File: config.mk
export PLATFORM = sky130hd
export DESIGN_NAME = seq_shift_unit_flat
export DESIGN_NICKNAME = d
export VERILOG_FILES = /design/src/rtl/shift_pkg.sv /design/src/rtl/seq_shift_unit_if.sv /design/src/rtl/shift_step.sv /design/src/rtl/seq_shift_unit.sv /design/src/flat_wrapper.sv
export SDC_FILE = /design/constraint.sdc
export NUM_CORES = 1
export LEC_CHECK = 0
export ABC_AREA = 1
export BUFFER_PORTS_ARGS = -buffer_cell sky130_fd_sc_hd__buf_2
export CORE_MARGIN = 8
export CORE_UTILIZATION = 40
export CTS_CLUSTER_SIZE = 40
export DETAILED_ROUTE_END_ITERATION = 10
export GPL_ROUTABILITY_DRIVEN = 0
export HOLD_SLACK_MARGIN = 0.08
export PLACE_DENSITY_LB_ADDON = 0.25
export SYNTH_ARGS = -nofsm -noshare
export SYNTH_HDL_FRONTEND = slang
export SYNTH_HIERARCHICAL = 1
export SYNTH_SLANG_ARGS = --single-unit
File: constraint.sdc
create_clock -name clk -period 5.4 [get_ports clk]
set_input_delay 1.08 -clock clk [delete_from_list [all_inputs] [get_ports clk]]
set_output_delay 1.08 -clock clk [all_outputs]
set_load 0.01 [all_outputs]
File: src/rtl/shift_pkg.sv
// Shared definitions for the shift/rotate unit: op codes, FSM states and op decode.
package shift_pkg;
  localparam logic [4:0] OP_SHR  = 5'b00101;
  localparam logic [4:0] OP_SHRA = 5'b00110;
  localparam logic [4:0] OP_SHL  = 5'b00111;
  localparam logic [4:0] OP_ROR  = 5'b01000;
  localparam logic [4:0] OP_ROL  = 5'b01001;

  typedef enum logic [1:0] {IDLE, SHIFT, DONE} state_t;

  function automatic logic is_shift_op(input logic [4:0] op);
    return (op == OP_SHR) || (op == OP_SHRA) || (op == OP_SHL) ||
           (op == OP_ROR) || (op == OP_ROL);
  endfunction
endpackage

File: src/rtl/seq_shift_unit_if.sv
// Request/response bundle of the shift unit; master drives the request side.
interface seq_shift_unit_if #(parameter int WIDTH = 32);
  localparam int SHAMT_W = $clog2(WIDTH);

  logic               start;
  logic [4:0]         op;
  logic [WIDTH-1:0]   operand;
  logic [SHAMT_W-1:0] shamt;
  logic               busy;
  logic               done;
  logic [WIDTH-1:0]   result;
  logic               illegal;

  modport master (output start, op, operand, shamt,
                  input  busy, done, result, illegal);
  modport slave  (input  start, op, operand, shamt,
                  output busy, done, result, illegal);
endinterface

File: src/rtl/shift_step.sv
// Combinational single step: shifts/rotates val by k (0..STEP) according to op.
module shift_step
  import shift_pkg::*;
#(
  parameter int WIDTH = 32,
  parameter int STEP  = 1,
  localparam int KW   = $clog2(STEP + 1)
) (
  input  logic [WIDTH-1:0] val,
  input  logic [4:0]       op,
  input  logic [KW-1:0]    k,
  output logic [WIDTH-1:0] res
);
  localparam int AW = $clog2(WIDTH) + 1;
  localparam logic [AW-1:0] WL = AW'(WIDTH);

  logic [AW-1:0] kx;
  logic [AW-1:0] kc;

  assign kx = AW'(k);
  // complement amount; k=0 gives a full-width shift which yields zero, so rotates stay exact
  assign kc = WL - kx;

  always_comb begin
    res = val;
    case (op)
      OP_SHR:  res = val >> kx;
      OP_SHRA: res = WIDTH'($signed(val) >>> kx);
      OP_SHL:  res = val << kx;
      OP_ROR:  res = (val >> kx) | (val << kc);
      OP_ROL:  res = (val << kx) | (val >> kc);
      default: res = val;
    endcase
  end
endmodule

File: src/rtl/seq_shift_unit.sv
// Multi-cycle shift/rotate unit: STEP bits per clock, one-cycle done pulse, held result.
module seq_shift_unit
  import shift_pkg::*;
#(
  parameter int WIDTH = 32,
  parameter int STEP  = 1
) (
  input  logic              clk,
  input  logic              clr,
  seq_shift_unit_if.slave   bus
);
  localparam int SHAMT_W = $clog2(WIDTH);
  localparam int KW      = $clog2(STEP + 1);
  localparam int AW      = $clog2(WIDTH) + 1;
  localparam logic [AW-1:0] STEP_X = AW'(STEP);

  state_t             state;
  logic [WIDTH-1:0]   work;
  logic [4:0]         op_q;
  logic [SHAMT_W-1:0] rem;
  logic [WIDTH-1:0]   result;
  logic               illegal;
  logic               busy;
  logic               done;

  logic [AW-1:0]      rem_x;
  logic [AW-1:0]      k_w;
  logic [WIDTH-1:0]   stepped;

  assign rem_x = AW'(rem);
  assign k_w   = (rem_x > STEP_X) ? STEP_X : rem_x;

  shift_step #(.WIDTH(WIDTH), .STEP(STEP)) sh (
    .val (work),
    .op  (op_q),
    .k   (KW'(k_w)),
    .res (stepped)
  );

  always_ff @(posedge clk or negedge clr) begin
    if (!clr) begin
      state   <= IDLE;
      work    <= '0;
      op_q    <= '0;
      rem     <= '0;
      result  <= '0;
      illegal <= 1'b0;
      busy    <= 1'b0;
      done    <= 1'b0;
    end else begin
      done <= 1'b0;
      case (state)
        IDLE, DONE: begin
          if (bus.start) begin
            work <= bus.operand;
            op_q <= bus.op;
            rem  <= bus.shamt;
            if (!is_shift_op(bus.op)) begin
              result  <= bus.operand;
              illegal <= 1'b1;
              done    <= 1'b1;
              busy    <= 1'b0;
              state   <= DONE;
            end else if (bus.shamt == '0) begin
              result  <= bus.operand;
              illegal <= 1'b0;
              done    <= 1'b1;
              busy    <= 1'b0;
              state   <= DONE;
            end else begin
              busy  <= 1'b1;
              state <= SHIFT;
            end
          end else begin
            busy  <= 1'b0;
            state <= IDLE;
          end
        end
        SHIFT: begin
          // start is deliberately not looked at here
          work <= stepped;
          rem  <= rem - SHAMT_W'(k_w);
          if (rem_x == k_w) begin
            result  <= stepped;
            illegal <= 1'b0;
            done    <= 1'b1;
            busy    <= 1'b0;
            state   <= DONE;
          end
        end
        default: begin
          busy  <= 1'b0;
          state <= IDLE;
        end
      endcase
    end
  end

  assign bus.busy    = busy;
  assign bus.done    = done;
  assign bus.result  = result;
  assign bus.illegal = illegal;
endmodule
File: src/flat_wrapper.sv
// flat-port wrapper written by rule: the top's interface ports become plain ports
module seq_shift_unit_flat import shift_pkg::*;
#(
  parameter int WIDTH = 32,
  parameter int STEP  = 1
)
  (clk, clr, bus_start, bus_op, bus_operand, bus_shamt, bus_busy, bus_done, bus_result, bus_illegal);
  seq_shift_unit_if #(.WIDTH(WIDTH)) bus_i ();
  input  logic clk;
  input  logic clr;
  input wire logic [$bits(bus_i.start)-1:0] bus_start;
  input wire logic [$bits(bus_i.op)-1:0] bus_op;
  input wire logic [$bits(bus_i.operand)-1:0] bus_operand;
  input wire logic [$bits(bus_i.shamt)-1:0] bus_shamt;
  output wire logic [$bits(bus_i.busy)-1:0] bus_busy;
  output wire logic [$bits(bus_i.done)-1:0] bus_done;
  output wire logic [$bits(bus_i.result)-1:0] bus_result;
  output wire logic [$bits(bus_i.illegal)-1:0] bus_illegal;
  assign bus_i.start = bus_start;
  assign bus_i.op = bus_op;
  assign bus_i.operand = bus_operand;
  assign bus_i.shamt = bus_shamt;
  assign bus_busy = bus_i.busy;
  assign bus_done = bus_i.done;
  assign bus_result = bus_i.result;
  assign bus_illegal = bus_i.illegal;
  seq_shift_unit #(.WIDTH(WIDTH), .STEP(STEP)) u_core (.clk(clk), .clr(clr), .bus(bus_i));
endmodule
==> summary.md, run 1 <==
| Metric | Value |
|---|---|
| Die Y-Extent | 137.1 µm |
| H-tree levels | 3 |
| Wire per inst | 14.93 µm |
| Post-DP Area | 6197 µm² |
| Post-synth top cells | 424 x nand2_1, 163 x nor2_1, 81 x nand3_1 |
| Mapped Cells | 950 |
| Worst Setup End Kind | register |
| RSZ-0062 raised after global routing | no |
| Layout cell share with drive strength beyond 1 | 15.63% |
| CTS resizes | 0 |
| Overall Power | 3.523 mW |
| Mean area per synthesized cell | 6.173 µm² |
| Critical-path cell list | nor2_4 -> inv_2 -> nand2_2 -> nor2_1 -> a21oi_1 -> o21ai_1 |
| Ant diodes | 0 |
| Status | completed |
| Multi-input gate area | 3438 µm² |
| Nets | 1,039 |
| #FFs+latches synth | 79 |
| Cts bufs inserted | 9 |
| Worst setup margin | 2.288 ns |
| Clock sinks | 79 |
| CTS Buffer Depth | 2 |
| Warnings from Yosys | 6 |
| P&R area growth vs syn | 11.05% |
| Slew headroom | 22.18% |
| Library cells used by synthesis | 28 |
| Clock skew | 0.007120 ns |
| Initial Utilization | 40.66% |
| Crit-path leading delay family | simple AND/OR/NAND/NOR gates |
| Routed WL | 17.65 mm |
| Area share of the largest cell type after synthesis | 33.71% |
| Cell taking the most area after synthesis | dfrtp_1 |
| Area taken by flip-flops and latches | 1977 µm² |
| Crit path max fanout | 67 |
| Final Hold Viols | 0 |
| Sequential-to-total area share from yosys stat | 33.71% |
| Worst endpoint data arrival time | 3.32 ns |
| WP buf/inv | 1 |
| Worst-Margin Slew | 1.163 ns |
| Hold Path Class | reg -> reg |
| Die X | 137.1 µm |
| Peak VDD IR | 0.0003051 V |
| Vias in the first global route | 5,637 |
| GRT Total Usage | 19.18% |
| Ys flop type | dfrtp_1 |
| Overflow left after global routing | 0 |
| CTS tree | built |
| Power density cells | 540.9 nW/µm² |
| Finish-stage setup viols | 0 |
| I/O pins | 80 |
| Setup crit start kind | register |
| Final Cycle Share | 57.62% |
| Ys async rst share | 100.0% |
| CP Class | reg -> reg |
| Mapped cell area | 5864 µm² |
| Setup tns final | 0 ns |
| Non-filler cells, final | 1,182 |
| Post-synth net total | 996 |
| Slowest stage delay, CP | 0.99 ns |
| Pins Over Slew Limit | 0 |
| Tmin final | 3.112 ns |
| Antenna violations before repair | 0 |
| DRT iter0 DRCs | 554 |
| Post-CTS setup buffers | 0 |
| Row count | 44 |
| Worst-path clk slew | 0.07 ns |
| Root Buffer | clkbuf_16 |
| First-pass GRT wire length | 29.35 mm |
| Core area | 14,420 µm² |
| Synth top area cells | dfrtp_1 34%, nand2_1 27%, nor2_1 10%, nand3_1 6.9%, nand4_1 3.7% |
| Worst Hold Slack | 0.4965 ns |
| Static leakage | 3.477 nW |
| Via-to-Cell Ratio | 5.234 |
| Critical Path RT | 5.61 ns |
| Slowest-stage cell, CP | nand2_2 |
| Max Cap Viol | 0 |
| Post-synth EDFFs | 0 |
| Hpwl dp | 11.64 mm |
| Fin util | 45.15% |
| Largest net degree at the start of global routing | 80 |
| Worst skew pair latency | 0.34 ns |
| Via count | 6,186 |
| Max Clk Rate | 321.4 MHz |
| DRC violations left | 0 |
| DP Worst Slack | 2.290 ns |
| Fill cell count | 1,572 |
| Post-Layout Inst Area | 6513 µm² |
| Placed Cells | 1,166 |
| Antenna-violating nets left | 0 |
| Hold_buf cts | 0 |
| Drt pass-1 iters | 7 |
| Port Buffers | 79 |
| Die area | 18,790 µm² |
| Count leader, synth | nand2_1 |
-- registers in the layout (all words and copies together), names as in the netlist --
name	count
u_core/bus.result	32
u_core/work	32
u_core/op_q	5
u_core/rem	5
u_core/state	2
u_core/bus.busy	1
u_core/bus.done	1
u_core/bus.illegal	1
-- report_power, final --
| part | switching (mW) | internal (mW) |
|---|---|---|
| Combinational | 1.16 | 0.592 |
| Clock | 0.271 | 0.379 |
| Sequential | 0.257 | 0.862 |
-- kinds of logic (layout without fill, tap and decap cells) --
| kind of cell | after synthesis | after routing | share of synthesized area [%] |
|---|---|---|---|
| AND/OR/NAND/NOR | 743 | 743 | 53.38 |
| adder cells (fa/ha/maj) | 1 | 1 | 0.2133 |
| flip-flops | 79 | 79 | 33.71 |
| AO/OA/AOI/OAI | 48 | 48 | 5.035 |
| buffers and inverters | 79 | 127 | 7.659 |
-- tightest hold or removal path: cells and delay by family, from the launching register on --
family | cells | cell delay, ns
flops | 1 | 0.34
simple gates | 2 | 0.13
-- final timing paths --
kind / from / endpoint / slack (ns) / depth (start not counted)
setup / recovery: u_core/state[1]$_DFFE_PN0P_ / u_core/rem[0]$_DFFE_PN0P_ / 2.29 / 6
hold / removal: u_core/bus.illegal$_DFFE_PN0P_ / u_core/bus.illegal$_DFFE_PN0P_ / 0.50 / 2
setup reg to reg: u_core/state[1]$_DFFE_PN0P_ / u_core/rem[0]$_DFFE_PN0P_ / 2.29 / 6
hold reg to reg: u_core/bus.illegal$_DFFE_PN0P_ / u_core/bus.illegal$_DFFE_PN0P_ / 0.50 / 2
max in group asynchronous: clr / u_core/work[3]$_DFFE_PN0P_ / 3.83 / 1
min in group asynchronous: clr / u_core/bus.busy$_DFFE_PN0P_ / 0.90 / 1
-- placed cells by master (no fill, tap or decap), types with 11 or more instances in the layout --
master / count
nand2_2: 32
nor2_1: 163
nand3_1: 81
buf_2: 78
inv_1: 12
nand2_1: 424
nand4_1: 35
inv_2: 11
a31oi_1: 32
dfrtp_1: 79
-- final cells by class --
type,instances,area share (%)
Multi-Input combinational cell,792,52.80
Sequential cell,79,30.36
Timing Repair Buffer,88,7.147
Clock buffer,10,3.670
Tap cell,184,3.535
Inverter,23,1.326
Clock inverter,6,1.172
-- per-layer routing --
metal | GRT usage (%) | wire length (µm)
met1 | 28.89 | 8900
met2 | 27.38 | 7409
met3 | 2.717 | 1077
met4 | 5.854 | 259
met5 | 0 | 0
Note: power is estimated with default switching activity, not from simulation.
==> run 2: changes to the inputs <==
clock period = 2.51 ns   (was 5.4 ns; I/O delays follow)
==> run 2 against run 1 <==
  * Worst hold slack lost 0.12 ns
  * Sequential share of layout area down 0.43 points
  * Largest power group unchanged
  * Clock power rose by 100%
  * Register-to-register slack worse by 2.0 ns
  * Non-clock buffer count increased by 8
  * Cell count increased by 0.68%
==> summary.md, run 2 (synthesis results as in run 1) <==
| Metric | Value |
|---|---|
| Status | completed |
| Largest net degree at the start of global routing | 63 |
| Clock skew | 0.008669 ns |
| Die X | 137.1 µm |
| Hpwl dp | 12.26 mm |
| Worst-Margin Slew | 0.7736 ns |
| Setup crit start kind | register |
| Peak VDD IR | 0.0005384 V |
| Finish-stage setup viols | 0 |
| CTS Buffer Depth | 2 |
| Max Clk Rate | 452.0 MHz |
| Fin util | 45.80% |
| WP buf/inv | 2 |
| Clock sinks | 79 |
| Worst skew pair latency | 0.34 ns |
| Nets | 1,047 |
| Slowest-stage cell, CP | dfrtp_1 |
| Critical-path cell list | nor2_1 -> inv_1 -> nor2_1 -> nand2_1 -> buf_4 -> nor2_1 -> nor2_1 -> nand2_1 -> nand2_1 -> nor2_1 -> nand3_1 -> nand2_1 -> nand2_1 -> nand2_2 -> nand2_1 |
| Hold Path Class | in -> reg |
| Antenna violations before repair | 0 |
| Via-to-Cell Ratio | 5.194 |
| Slew headroom | 48.42% |
| Worst endpoint data arrival time | 2.44 ns |
| CTS tree | built |
| DRC violations left | 0 |
| Vias in the first global route | 5,892 |
| H-tree levels | 3 |
| Ant diodes | 0 |
| DRT iter0 DRCs | 677 |
| Initial Utilization | 40.66% |
| Top sig layer | met4 |
| Critical Path RT | 2.74 ns |
| Layout cell share with drive strength beyond 1 | 16.10% |
| GRT Total Usage | 19.76% |
| Cts bufs inserted | 9 |
| Setup tns final | 0 ns |
| WL met3 | 1.208 mm |
| Tmin final | 2.212 ns |
| Crit-path leading delay family | simple AND/OR/NAND/NOR gates |
| Fill cell count | 1,516 |
| First-pass GRT wire length | 30.02 mm |
| Core area | 14,420 µm² |
| CP Class | reg -> reg |
| Row count | 44 |
| RSZ-0062 raised after global routing | no |
| Final Hold Viols | 0 |
| Drt pass-1 iters | 6 |
| Port Buffers | 79 |
| Placed Cells | 1,173 |
| Power density cells | 1154 nW/µm² |
| Max Cap Viol | 0 |
| Routed WL | 18.01 mm |
| I/O pins | 80 |
| Crit path max fanout | 39 |
| Root Buffer | clkbuf_16 |
| Metal2 WL | 7.922 mm |
| Post-route met1 wirelength | 8.732 mm |
| P&R area growth vs syn | 12.65% |
| Non-filler cells, final | 1,190 |
| Cell mode on critical path | nand2_1 |
| Via count | 6,181 |
| Most common cell after layout, fill and taps aside | nand2_1 |
| Overflow left after global routing | 0 |
| Slowest stage delay, CP | 0.42 ns |
| Pins Over Slew Limit | 0 |
| Commonest non-fill, non-tap cells in the layout | 424 x nand2_1, 163 x nor2_1, 81 x nand3_1 |
| Die area | 18,790 µm² |
| Final Cycle Share | 88.14% |
| Worst-path clk slew | 0.06 ns |
| Post-CTS setup buffers | 0 |
| Static leakage | 3.523 nW |
| Die Y-Extent | 137.1 µm |
| Antenna-violating nets left | 0 |
| Biggest regs | u_core/bus.result (32), u_core/work (32) |
| Wire per inst | 15.13 µm |
| Worst Setup End Kind | register |
[run 2: worst reg2reg max path, cell delays in order, from the launching register on]
cell and delay [ns]:
dfrtp_1 0.42, nor2_1 0.18, inv_1 0.08, nor2_1 0.13
nand2_1 0.09, buf_4 0.27, nor2_1 0.20, nor2_1 0.09
nand2_1 0.08, nand2_1 0.05, nor2_1 0.09, nand3_1 0.09
nand2_1 0.10, nand2_1 0.10, nand2_2 0.08, nand2_1 0.06
[run 2: what timing repair did]
action                                 4_1_cts  5_1_grt
gates resized for setup                      0        0
endpoints found under the hold margin       17        0
hold buffers                                 1        0
[run 2: final timing paths]
check	startpoint	end	slack [ns]	cells past startpoint
setup reg to reg	u_core/rem[2]$_DFFE_PN0P_	u_core/bus.result[11]$_DFFE_PN0P_	0.30	15
min in group asynchronous	clr	u_core/rem[3]$_DFFE_PN0P_	0.57	2
hold / removal	bus_op[0]	u_core/op_q[0]$_DFFE_PN0P_	0.38	3
hold reg to reg	u_core/bus.illegal$_DFFE_PN0P_	u_core/bus.illegal$_DFFE_PN0P_	0.50	2
setup / recovery	u_core/rem[2]$_DFFE_PN0P_	u_core/bus.result[11]$_DFFE_PN0P_	0.30	15
max in group asynchronous	clr	u_core/work[3]$_DFFE_PN0P_	1.32	3
[run 2: layout make-up]
type	count	area (µm²)	area share, %
clock buffers	10	229.0	3.466
flip-flops and latches	79	1977	29.92
repair buffers	96	578.1	8.750
inverters	23	86.33	1.307
clock inverters	6	67.56	1.023
well taps	184	230.2	3.485
multi-input cells	792	3438	52.05
[run 2: layer usage]
metal	track usage [%]	up-vias
met5	0	-
met4	6.035	0
met3	3.855	12
met2	28.95	212
met1	28.53	2816
li1	-	3141
[run 2: power by group]
group,internal [mW],switching (mW)
sequential,1.86,0.579
combinational,1.33,2.52
clock,0.776,0.558
total,3.96,3.66
[run 2: through the flow]
stage	total power [mW]	hold WS [ns]	instance area, µm²	setup slack [ns]
after global routing	8.339	0.3943	6606	0.0007689
after detailed placement	6.256	0.3949	6300	0.3533
after CTS	7.631	0.3773	6606	0.3382
final	7.622	0.3787	6606	0.2977
after floorplan	5.156	0.2064	5864	0.6310
after global placement	6.247	0.3961	6300	0.3667
==> run 3: changes to the inputs <==
SETUP_SLACK_MARGIN = 0.3   (was not set)
==> run 3 against run 2 <==
  * Cell count grew 0.25%
  * Final area is 1.6% higher
  * Via count rose by 0.92%
  * Largest power group unchanged
  * Largest cell class unchanged
==> summary.md, run 3 (synthesis results as in run 1) <==
| Metric | Value |
|---|---|
| Hold_sp | bus_op[0] |
| Status | completed |
| Wire per inst | 15.52 µm |
| Hold path depth | 3 |
| WP buf/inv | 3 |
| DRT iter0 DRCs | 623 |
| Slowest-stage cell, CP | dfrtp_1 |
| Largest net degree at the start of global routing | 63 |
| Worst endpoint data arrival time | 2.42 ns |
| Worst skew pair latency | 0.34 ns |
| P&R area growth vs syn | 14.47% |
| Die area | 18,790 µm² |
| Terminating pin of the worst hold path | u_core/op_q[0]$_DFFE_PN0P_ |
| Routed WL | 18.51 mm |
| Clock network power share | 17.2% |
| Tmin final | 2.138 ns |
| R2r setup slk | 0.37 ns |
| Clock skew | 0.008787 ns |
| Cell mode on critical path | nand2_1 |
| Hold Path Class | in -> reg |
| Critical-path cell list | nor2_2 -> inv_1 -> nor2_2 -> nand2_2 -> inv_4 -> buf_12 -> nor2_1 -> nor2_1 -> a21boi_2 -> nor2_1 -> nand2_1 -> nand2_1 -> nand2_1 -> nand2_1 -> nand2_1 |
| Final Cycle Share | 85.20% |
| Max Cap Viol | 0 |
| Hpwl dp | 12.26 mm |
| RSZ-0062 raised after global routing | yes |
| I/O pins | 80 |
| CTS Buffer Depth | 2 |
| Final Hold Viols | 0 |
| Via-to-Cell Ratio | 5.229 |
| Setup crit start kind | register |
| Most common cell after layout, fill and taps aside | nand2_1 |
| Peak VDD IR | 0.0005389 V |
| Slew headroom | 65.28% |
| Reg2Reg Depth | 15 |
| Finish-stage setup viols | 0 |
| Setup tns final | 0 ns |
| Drt pass-1 iters | 5 |
| Critical Path Stages | 15 |
| Non-filler cells, final | 1,193 |
| Slowest stage delay, CP | 0.43 ns |
| Crit-path leading delay family | simple AND/OR/NAND/NOR gates |
| Antenna violations before repair | 0 |
| Power density cells | 1158 nW/µm² |
| Initial Utilization | 40.66% |
| Core area | 14,420 µm² |
| Antenna-violating nets left | 0 |
| Commonest non-fill, non-tap cells in the layout | 423 x nand2_1, 158 x nor2_1, 81 x nand3_1 |
| DRC violations left | 0 |
| RR Endpoint | u_core/bus.result[0]$_DFFE_PN0P_ |
| Sw Pwr | 3.732 mW |
| Biggest regs | u_core/bus.result (32), u_core/work (32) |
| Die Y-Extent | 137.1 µm |
| Critical Path RT | 2.79 ns |
| Root Buffer | clkbuf_16 |
| Layout cell share with drive strength beyond 1 | 17.05% |
| DP Worst Slack | 0.3533 ns |
| Clock sinks | 79 |
| H-tree levels | 3 |
| Int Power | 4.043 mW |
| Placed Cells | 1,173 |
| Overflow left after global routing | 0 |
| Comb power frac | 51.4% |
| Worst-Margin Slew | 0.5189 ns |
| Sw Share | 48.00% |
| Port Buffers | 79 |
| Worst setup margin | 0.3715 ns |
| CTS tree | built |
| Worst Hold Slack | 0.3790 ns |
| Crit path max fanout | 10 |
| CP Class | reg -> reg |
| Nets | 1,050 |
| Ant diodes | 0 |
| Static leakage | 3.560 nW |
| Worst R2R Start | u_core/rem[2]$_DFFE_PN0P_ |
| Worst-path clk slew | 0.06 ns |
| Flop pwr share | 31.4% |
| Vias in the first global route | 5,892 |
| Worst Setup End Kind | register |
| Cts bufs inserted | 9 |
| Via count | 6,238 |
| Pins Over Slew Limit | 0 |
| GRT Total Usage | 19.76% |
| Max Clk Rate | 467.6 MHz |
| First-pass GRT wire length | 30.02 mm |
| Die X | 137.1 µm |
| Row count | 44 |
[run 3: final cells by class]
class | instances | area (µm²)
Clock buffer | 10 | 229.0
Multi-Input combinational cell | 792 | 3465
Inverter | 23 | 88.84
Tap cell | 184 | 230.2
Fill cell | 1509 | 7711
Clock inverter | 6 | 67.56
Sequential cell | 79 | 1977
Timing Repair Buffer | 99 | 655.6
[run 3: how the worst max path moves through the flow]
stage	start	end
final	u_core/rem[2]$_DFFE_PN0P_	u_core/bus.result[0]$_DFFE_PN0P_
after CTS	u_core/rem[2]$_DFFE_PN0P_	u_core/bus.result[0]$_DFFE_PN0P_
after floorplan	u_core/rem[2]$_DFFE_PN0P_	u_core/bus.result[25]$_DFFE_PN0P_
after global placement	u_core/op_q[0]$_DFFE_PN0P_	u_core/bus.result[27]$_DFFE_PN0P_
after detailed placement	u_core/rem[2]$_DFFE_PN0P_	u_core/bus.result[0]$_DFFE_PN0P_
after global routing	u_core/rem[2]$_DFFE_PN0P_	u_core/bus.result[2]$_DFFE_PN0P_
[run 3: power groups by stage]
stage | combinational (mW) | clock, mW | sequential, mW
2_1_floorplan | 2.75 | 0 | 2.40
3_3_place_gp | 3.81 | 0 | 2.44
3_5_place_dp | 3.82 | 0 | 2.44
4_1_cts | 3.85 | 1.36 | 2.42
5_1_grt | 4.55 | 1.41 | 2.52
6_report | 4.00 | 1.34 | 2.44
[run 3: through the flow]
stage	util (%)	area [µm²]	power (mW)
2_1_floorplan	-	5864	5.156
3_3_place_gp	43.68	6300	6.247
3_5_place_dp	43.68	6300	6.256
4_1_cts	45.80	6606	7.631
5_1_grt	46.54	6713	8.477
6_report	46.54	6713	7.775
[run 3: what timing repair did]
action,4_1_cts,5_1_grt
gates resized for setup,0,14
setup buffers,0,1
hold buffers,1,0
endpoints found under the hold margin,17,0
setup endpoints to repair,0,64
[run 3: layer usage]
layer  vias up  global-route usage (%)  part of all wire, %
li1       3147                       -                    -
met1      2844                   28.53                   48
met2       237                   28.95                   44
met3        10                   3.855                  7.0
met4         0                   6.035                 0.77
met5         -                       0                    0
[run 3: worst reg2reg max path, delay by kind of cell, from the launching register on]
family / cells / cell delay (ns)
buffers and inverters: 3 / 0.34
AO/OA/AOI/OAI: 1 / 0.18
flip-flops: 1 / 0.43
AND/OR/NAND/NOR: 11 / 1.14
